File: config.mk
export PLATFORM = sky130hd
export DESIGN_NAME = cp0_regs_flat
export DESIGN_NICKNAME = d
export VERILOG_FILES = /design/src/rtl/cp0_regs_if.sv /design/src/rtl/cp0_regs.sv /design/src/flat_wrapper.sv
export SDC_FILE = /design/constraint.sdc
export NUM_CORES = 1
export LEC_CHECK = 0
export CAP_MARGIN = 40
export CORE_MARGIN = 3
export CORE_UTILIZATION = 50
export DETAILED_ROUTE_END_ITERATION = 10
export PLACE_DENSITY = 0.82
export SYNTH_ARGS = -nofsm -noshare
export SYNTH_HDL_FRONTEND = slang
export SYNTH_SLANG_ARGS = --single-unit
File: constraint.sdc
create_clock -name clk -period 2.2 [get_ports clk]
set_input_delay 0.33 -clock clk [delete_from_list [all_inputs] [get_ports clk]]
set_output_delay 0.33 -clock clk [all_outputs]
set_load 0.005 [all_outputs]
File: src/rtl/cp0_regs_if.sv
// Bus between the writeback/exception stage and the CP0 register block:
// mfc0/mtc0 access, exception/ERET commit, interrupt lines and status back.
interface cp0_regs_if #(
    parameter int HW_INTR = 6
) ();
    logic [4:0]         rd_addr;
    logic [31:0]        rd_data;
    logic               wr_en;
    logic [4:0]         wr_addr;
    logic [31:0]        wr_data;
    logic               exc_valid;
    logic [4:0]         exc_code;
    logic               exc_bd;
    logic [31:0]        exc_pc;
    logic               exc_badva_we;
    logic [31:0]        exc_badva;
    logic               eret;
    logic [HW_INTR-1:0] hw_intr;
    logic [7:0]         intr_vect;
    logic               intr_pending;
    logic [31:0]        epc;
    logic               status_exl;

    modport master (
        output rd_addr, wr_en, wr_addr, wr_data,
        output exc_valid, exc_code, exc_bd, exc_pc, exc_badva_we, exc_badva,
        output eret, hw_intr,
        input  rd_data, intr_vect, intr_pending, epc, status_exl
    );

    modport slave (
        input  rd_addr, wr_en, wr_addr, wr_data,
        input  exc_valid, exc_code, exc_bd, exc_pc, exc_badva_we, exc_badva,
        input  eret, hw_intr,
        output rd_data, intr_vect, intr_pending, epc, status_exl
    );
endinterface

File: src/rtl/cp0_regs.sv
// MIPS32 CP0 register block: BadVAddr, Count, Compare, Status, Cause, EPC,
// exception/ERET bookkeeping, Count/Compare timer and interrupt masking.
module cp0_regs #(
    parameter int HW_INTR   = 6,  // must match the connected interface
    parameter int COUNT_DIV = 2
) (
    input logic       clk,
    input logic       rst,
    cp0_regs_if.slave bus
);
    localparam logic [4:0] ADDR_BADVADDR = 5'd8;
    localparam logic [4:0] ADDR_COUNT    = 5'd9;
    localparam logic [4:0] ADDR_COMPARE  = 5'd11;
    localparam logic [4:0] ADDR_STATUS   = 5'd12;
    localparam logic [4:0] ADDR_CAUSE    = 5'd13;
    localparam logic [4:0] ADDR_EPC      = 5'd14;

    localparam int             DIV_W    = (COUNT_DIV > 1) ? $clog2(COUNT_DIV) : 1;
    localparam logic [DIV_W-1:0] DIV_LAST = DIV_W'(COUNT_DIV - 1);

    logic [31:0]      badvaddr_q;
    logic [31:0]      count_q;
    logic [31:0]      compare_q;
    logic [31:0]      epc_q;
    logic [DIV_W-1:0] div_q;
    logic [7:0]       im_q;
    logic             exl_q;
    logic             ie_q;
    logic             bd_q;
    logic             ti_q;
    logic [4:0]       exc_code_q;
    logic [5:0]       ip_hw_q;
    logic [1:0]       ip_sw_q;

    // An exception or ERET in the same cycle swallows the mtc0 completely.
    logic mtc0_ok;
    logic wr_count, wr_compare, wr_status, wr_cause, wr_epc;
    logic tick;

    assign mtc0_ok    = bus.wr_en & ~bus.exc_valid & ~bus.eret;
    assign wr_count   = mtc0_ok && (bus.wr_addr == ADDR_COUNT);
    assign wr_compare = mtc0_ok && (bus.wr_addr == ADDR_COMPARE);
    assign wr_status  = mtc0_ok && (bus.wr_addr == ADDR_STATUS);
    assign wr_cause   = mtc0_ok && (bus.wr_addr == ADDR_CAUSE);
    assign wr_epc     = mtc0_ok && (bus.wr_addr == ADDR_EPC);
    assign tick       = (div_q == DIV_LAST);

    logic [5:0] hw_ext;
    logic [7:0] ip;
    logic [31:0] status_rd;
    logic [31:0] cause_rd;

    always_comb begin
        // NOTE: default every always_comb output first so no path leaves it unassigned (no latch).
        hw_ext = '0;
        hw_ext[HW_INTR-1:0] = bus.hw_intr;
    end

    assign ip        = {ip_hw_q[5] | ti_q, ip_hw_q[4:0], ip_sw_q};
    assign status_rd = {9'b0, 1'b1, 6'b0, im_q, 6'b0, exl_q, ie_q};
    assign cause_rd  = {bd_q, ti_q, 14'b0, ip, 1'b0, exc_code_q, 2'b0};

    // Count divider, Count and Compare/TI timer.
    always_ff @(posedge clk or negedge rst) begin
        if (!rst) begin
            // NOTE: sequential state uses <= so every register sees pre-edge values.
            count_q   <= '0;
            div_q     <= '0;
            compare_q <= '0;
            ti_q      <= 1'b0;
        end else begin
            if (wr_count) begin
                count_q <= bus.wr_data;
                div_q   <= '0;
            end else if (tick) begin
                count_q <= count_q + 32'd1;
                div_q   <= '0;
            end else begin
                div_q <= div_q + 1'b1;
            end

            if (wr_compare) begin
                compare_q <= bus.wr_data;
                ti_q      <= 1'b0;
            end else if (count_q == compare_q) begin
                ti_q <= 1'b1;
            end
        end
    end

    // Hardware interrupt lines are sampled once per cycle into Cause.IP[7:2].
    always_ff @(posedge clk or negedge rst) begin
        if (!rst) begin
            ip_hw_q <= '0;
        end else begin
            ip_hw_q <= hw_ext;
        end
    end

    // Exception entry, ERET and mtc0 to Status/Cause/EPC, in that priority.
    always_ff @(posedge clk or negedge rst) begin
        if (!rst) begin
            badvaddr_q <= '0;
            epc_q      <= '0;
            im_q       <= '0;
            exl_q      <= 1'b0;
            ie_q       <= 1'b0;
            bd_q       <= 1'b0;
            exc_code_q <= '0;
            ip_sw_q    <= '0;
        end else if (bus.exc_valid) begin
            // A nested exception keeps the EPC/BD of the outermost one.
            if (!exl_q) begin
                epc_q <= bus.exc_pc;
                bd_q  <= bus.exc_bd;
            end
            exl_q      <= 1'b1;
            exc_code_q <= bus.exc_code;
            if (bus.exc_badva_we) begin
                badvaddr_q <= bus.exc_badva;
            end
        end else if (bus.eret) begin
            exl_q <= 1'b0;
        end else begin
            if (wr_status) begin
                im_q  <= bus.wr_data[15:8];
                exl_q <= bus.wr_data[1];
                ie_q  <= bus.wr_data[0];
            end
            if (wr_cause) begin
                ip_sw_q <= bus.wr_data[9:8];
            end
            if (wr_epc) begin
                epc_q <= bus.wr_data;
            end
        end
    end

    // mfc0 read has no write bypass: it always shows the registered value.
    logic [31:0] rd_data_c;

    always_comb begin
        rd_data_c = '0;
        case (bus.rd_addr)
            ADDR_BADVADDR: rd_data_c = badvaddr_q;
            ADDR_COUNT:    rd_data_c = count_q;
            ADDR_COMPARE:  rd_data_c = compare_q;
            ADDR_STATUS:   rd_data_c = status_rd;
            ADDR_CAUSE:    rd_data_c = cause_rd;
            ADDR_EPC:      rd_data_c = epc_q;
            default:       rd_data_c = '0;
        endcase
    end

    assign bus.rd_data      = rd_data_c;
    assign bus.intr_vect    = ip & im_q & {8{ie_q & ~exl_q}};
    assign bus.intr_pending = |bus.intr_vect;
    assign bus.epc          = epc_q;
    assign bus.status_exl   = exl_q;

endmodule
File: src/flat_wrapper.sv
// flat-port wrapper written by rule: the top's interface ports become plain ports
module cp0_regs_flat 
#(
    parameter int HW_INTR   = 6,                                       
    parameter int COUNT_DIV = 2
)
  (clk, rst, bus_rd_addr, bus_wr_en, bus_wr_addr, bus_wr_data, bus_exc_valid, bus_exc_code, bus_exc_bd, bus_exc_pc, bus_exc_badva_we, bus_exc_badva, bus_eret, bus_hw_intr, bus_rd_data, bus_intr_vect, bus_intr_pending, bus_epc, bus_status_exl);
  cp0_regs_if #(.HW_INTR(HW_INTR)) bus_i ();
  input logic clk;
  input logic rst;
  input wire logic [$bits(bus_i.rd_addr)-1:0] bus_rd_addr;
  input wire logic [$bits(bus_i.wr_en)-1:0] bus_wr_en;
  input wire logic [$bits(bus_i.wr_addr)-1:0] bus_wr_addr;
  input wire logic [$bits(bus_i.wr_data)-1:0] bus_wr_data;
  input wire logic [$bits(bus_i.exc_valid)-1:0] bus_exc_valid;
  input wire logic [$bits(bus_i.exc_code)-1:0] bus_exc_code;
  input wire logic [$bits(bus_i.exc_bd)-1:0] bus_exc_bd;
  input wire logic [$bits(bus_i.exc_pc)-1:0] bus_exc_pc;
  input wire logic [$bits(bus_i.exc_badva_we)-1:0] bus_exc_badva_we;
  input wire logic [$bits(bus_i.exc_badva)-1:0] bus_exc_badva;
  input wire logic [$bits(bus_i.eret)-1:0] bus_eret;
  input wire logic [$bits(bus_i.hw_intr)-1:0] bus_hw_intr;
  output wire logic [$bits(bus_i.rd_data)-1:0] bus_rd_data;
  output wire logic [$bits(bus_i.intr_vect)-1:0] bus_intr_vect;
  output wire logic [$bits(bus_i.intr_pending)-1:0] bus_intr_pending;
  output wire logic [$bits(bus_i.epc)-1:0] bus_epc;
  output wire logic [$bits(bus_i.status_exl)-1:0] bus_status_exl;
  assign bus_i.rd_addr = bus_rd_addr;
  assign bus_i.wr_en = bus_wr_en;
  assign bus_i.wr_addr = bus_wr_addr;
  assign bus_i.wr_data = bus_wr_data;
  assign bus_i.exc_valid = bus_exc_valid;
  assign bus_i.exc_code = bus_exc_code;
  assign bus_i.exc_bd = bus_exc_bd;
  assign bus_i.exc_pc = bus_exc_pc;
  assign bus_i.exc_badva_we = bus_exc_badva_we;
  assign bus_i.exc_badva = bus_exc_badva;
  assign bus_i.eret = bus_eret;
  assign bus_i.hw_intr = bus_hw_intr;
  assign bus_rd_data = bus_i.rd_data;
  assign bus_intr_vect = bus_i.intr_vect;
  assign bus_intr_pending = bus_i.intr_pending;
  assign bus_epc = bus_i.epc;
  assign bus_status_exl = bus_i.status_exl;
  cp0_regs #(.HW_INTR(HW_INTR), .COUNT_DIV(COUNT_DIV)) u_core (.clk(clk), .rst(rst), .bus(bus_i));
endmodule
==> impl_metrics.ini <==
[run_status]
status = complete, no violations

[drt]
post-route-drc-count = 0
drtAntennaViolNets = 0
wirelength_um = 24600
wl_per_cell_um = 20.8
drt_iter0_drc = 571
dr_total_vias = 6903
vias_per_cell = 5.83
dr.pass1.iters = 7

[power_and_ir_drop]
leakagePower_nw = 4.92
vdd_ir_drop_max_v = 0.000608
power_density_mw_per_mm2 = 737

[die]
ios = 198
die_w_um = 132
die_h_um = 132
die-area_mm2 = 0.0173
core_mm2 = 0.0153
start_util_pct = 51.6
num_rows = 45

[synth]
synthFlopType = dfrtp_1
syn-num-nets = 862
synth_top_area_share_pct = 48.8
syn_avg_cell_area_um2 = 10.7
synth_area_mm2 = 0.00790
yosysTopAreaCell = dfrtp_1
yosysUniqueCellTypes = 42
ys_warn_count = 0
async_flop_share_pct = 100
synth.area.top_cells = dfrtp_1 (49%), mux2_2 (10%), a22oi_1 (5.7%)
ys_ff_latch = 154
synth_seq_area_share_pct = 48.8
syn_inst = 737
synth_edf_count = 0

[layout]
final_nets = 1087
num-fill-cells = 1114
antenna_cells = 0
area_delta_synth_final_pct = 41.1
drive_above_1_share_pct = 20.1

[timing]
fmax_mhz = 464
fin_skew_ps = 7.00
finalHoldViolCount = 0
worst_pin_slew_ps = 695
rsz0062_at_grt = yes
setup-violations-final = 0
period_share_pct = 97.9
drv_slew = 0
setup_tns_ps = 0
fin_crit_ps = 2150
relSlewSlack_pct = 53.7
holdWs_ps = 347

[critical_path]
cp_max_fo = 6
cp_cell_sequence = buf_2, nand2b_4, nor4_4, bufbuf_16, buf_4, a22oi_1, nand3_1, dlygate4sd2_1
reg2reg_slack_ps = 150
critPathMaxStageDelay_ps = 330
cp_slowest_cell = bufbuf_16
cp-end-kind = output port
cp.arrival_ps = 1820
startpoint_type = primary input
crit_type = primary input to output port
worstPathRequired_ps = 1870

[clock_network]
clock-root-buffer = clkbuf_16
cts_buffers = 17
cts_max_path_buffers = 2
cts.sinks = 154
clk_latency_ps = 420
cts_max_level = 4
clk_pin_slew_worst_paths_ps = 60
cts_tree = done

[grt]
grt_use_total_pct = 28.9
grt_pass1_vias = 7206
grt_overflow = 0
grt_start_max_net_pins = 49
grt_pass1_wl_um = 39700
antenna_found_initial = 0

[placement]
dpl.hpwl_um = 16700
numPortBuffers = 197
globalplace.congestion = 0.878

[job]
maxCapViolations = 0

[hold_path]
worst_hold_path_type = primary input to flop
[logic make-up (layout without fill, tap and decap cells)]
family,after synthesis,after routing,share of synthesized area [%]
compound gates,140,140,11.5
xor+xnor,63,63,6.98
fa+ha+maj,1,1,0.158
buf+inv,55,291,3.39
flops,154,154,48.8
mux,115,115,15.9
simple gates,209,209,13.2
[metrics by stage]
step	total power (W)	setup WS (ps)	instances	utilization [%]	cell area [um2]
after floorplan	0.00445	281	737	-	7900
after global placement	0.00540	-431	1140	68.1	10400
after detailed placement	0.00545	-486	1140	68.1	10400
after CTS	0.00824	0.936	1182	72.7	11100
after global routing	0.00859	-27.8	1184	72.8	11200
final	0.00822	46.1	1184	72.8	11200
[state kept, by name (all words and copies together) (netlist names)]
name	count
u_core.badvaddr_q	32
u_core.bd_q	1
u_core.bus.epc	32
u_core.bus.status_exl	1
u_core.compare_q	32
u_core.count_q	32
u_core.div_q	1
u_core.exc_code_q	5
u_core.ie_q	1
u_core.im_q	8
u_core.ip_hw_q	6
u_core.ip_sw_q	2
u_core.ti_q	1
[path summary, 6_finish.rpt]
kind                                             from                     to  cells after the start
worst min-delay path                   bus_hw_intr[0]      u_core.ip_hw_q[0]                      1
worst max-delay path                   bus_rd_addr[0]         bus_rd_data[9]                      8
max in group asynchronous                         rst     u_core.bus.epc[20]                      3
min in group asynchronous                         rst     u_core.bus.epc[28]                      2
worst min register to register  u_core.badvaddr_q[13]  u_core.badvaddr_q[13]                      1
worst max register to register      u_core.count_q[1]     u_core.count_q[22]                      6
[repair_timing]
item | 4_1_cts | 5_1_grt
hold endpoints to repair | 45 | 0
setup buffers | 8 | 2
hold buffers | 1 | 0
resized for setup | 76 | 15
pin swaps | 5 | 6
gates cloned | 3 | 0
setup endpoints to repair | 37 | 16
[cell usage in the layout (no fill, tap or decap), types with 2 or more instances in the layout]
cell / count
a21oi_1: 33
a222oi_1: 10
a22oi_1: 60
and3_1: 8
and4_1: 5
buf_12: 13
buf_2: 7
buf_4: 43
buf_6: 6
clkbuf_1: 2
clkbuf_16: 17
clkbuf_2: 3
clkbuf_8: 4
clkdlybuf4s50_1: 157
clkinv_2: 3
clkinvlp_4: 3
dfrtp_1: 154
dlygate4sd2_1: 28
mux2_1: 8
mux2_2: 73
mux2i_1: 33
nand2_1: 76
nand2b_4: 4
nand3_1: 19
nand4_1: 16
nand4_2: 2
nor2_1: 42
nor2b_1: 2
nor3_1: 6
nor3_4: 2
nor4_1: 8
nor4_4: 2
nor4b_1: 2
o21ai_0: 33
xnor2_1: 50
xor2_1: 13
[critical path: cells and delay by family]
kind                   cells  cell delay (ps)
AOI/OAI and AO/OA          1               80
buffers and inverters      4              820
and+or+nand+nor            3              600
[per-layer routing]
layer  global-route usage (%)  vias up  wire length, um
met2                     47.1      313            12000
met4                     9.86        0              697
met1                     37.7     3392            10100
met3                     7.62       58             1720
met5                        0        -                0
li1                         -     3140                -
[cells in the mapped netlist (10+ instances only)]
| master | count |
|---|---|
| a21oi_1 | 33 |
| a222oi_1 | 10 |
| a22oi_1 | 60 |
| buf_2 | 10 |
| clkbuf_1 | 31 |
| dfrtp_1 | 154 |
| mux2_2 | 73 |
| mux2i_1 | 33 |
| nand2_1 | 77 |
| nand3_1 | 19 |
| nand4_1 | 16 |
| nor2_1 | 43 |
| nor4_1 | 11 |
| o21ai_0 | 34 |
| xnor2_1 | 50 |
| xor2_1 | 13 |
[layout make-up]
cell class                      instances  area [um2]  area share, %
Clock buffer                           23         488           4.38
Tap cell                              211         264           2.37
Sequential cell                       154        3850           34.6
Inverter                                1        3.75         0.0337
Timing Repair Buffer                  260        2570           23.1
Multi-Input combinational cell        528        3900           35.0
Clock inverter                          7        67.6          0.606
[where the power goes]
group	internal, W	switching [W]	total (W)
Clock	0.00166	0.00111	0.00277
Combinational	0.00101	0.000756	0.00176
Sequential	0.00325	0.000435	0.00369
Total	0.00592	0.00230	0.00822
Power figures use the tool's default switching activity.
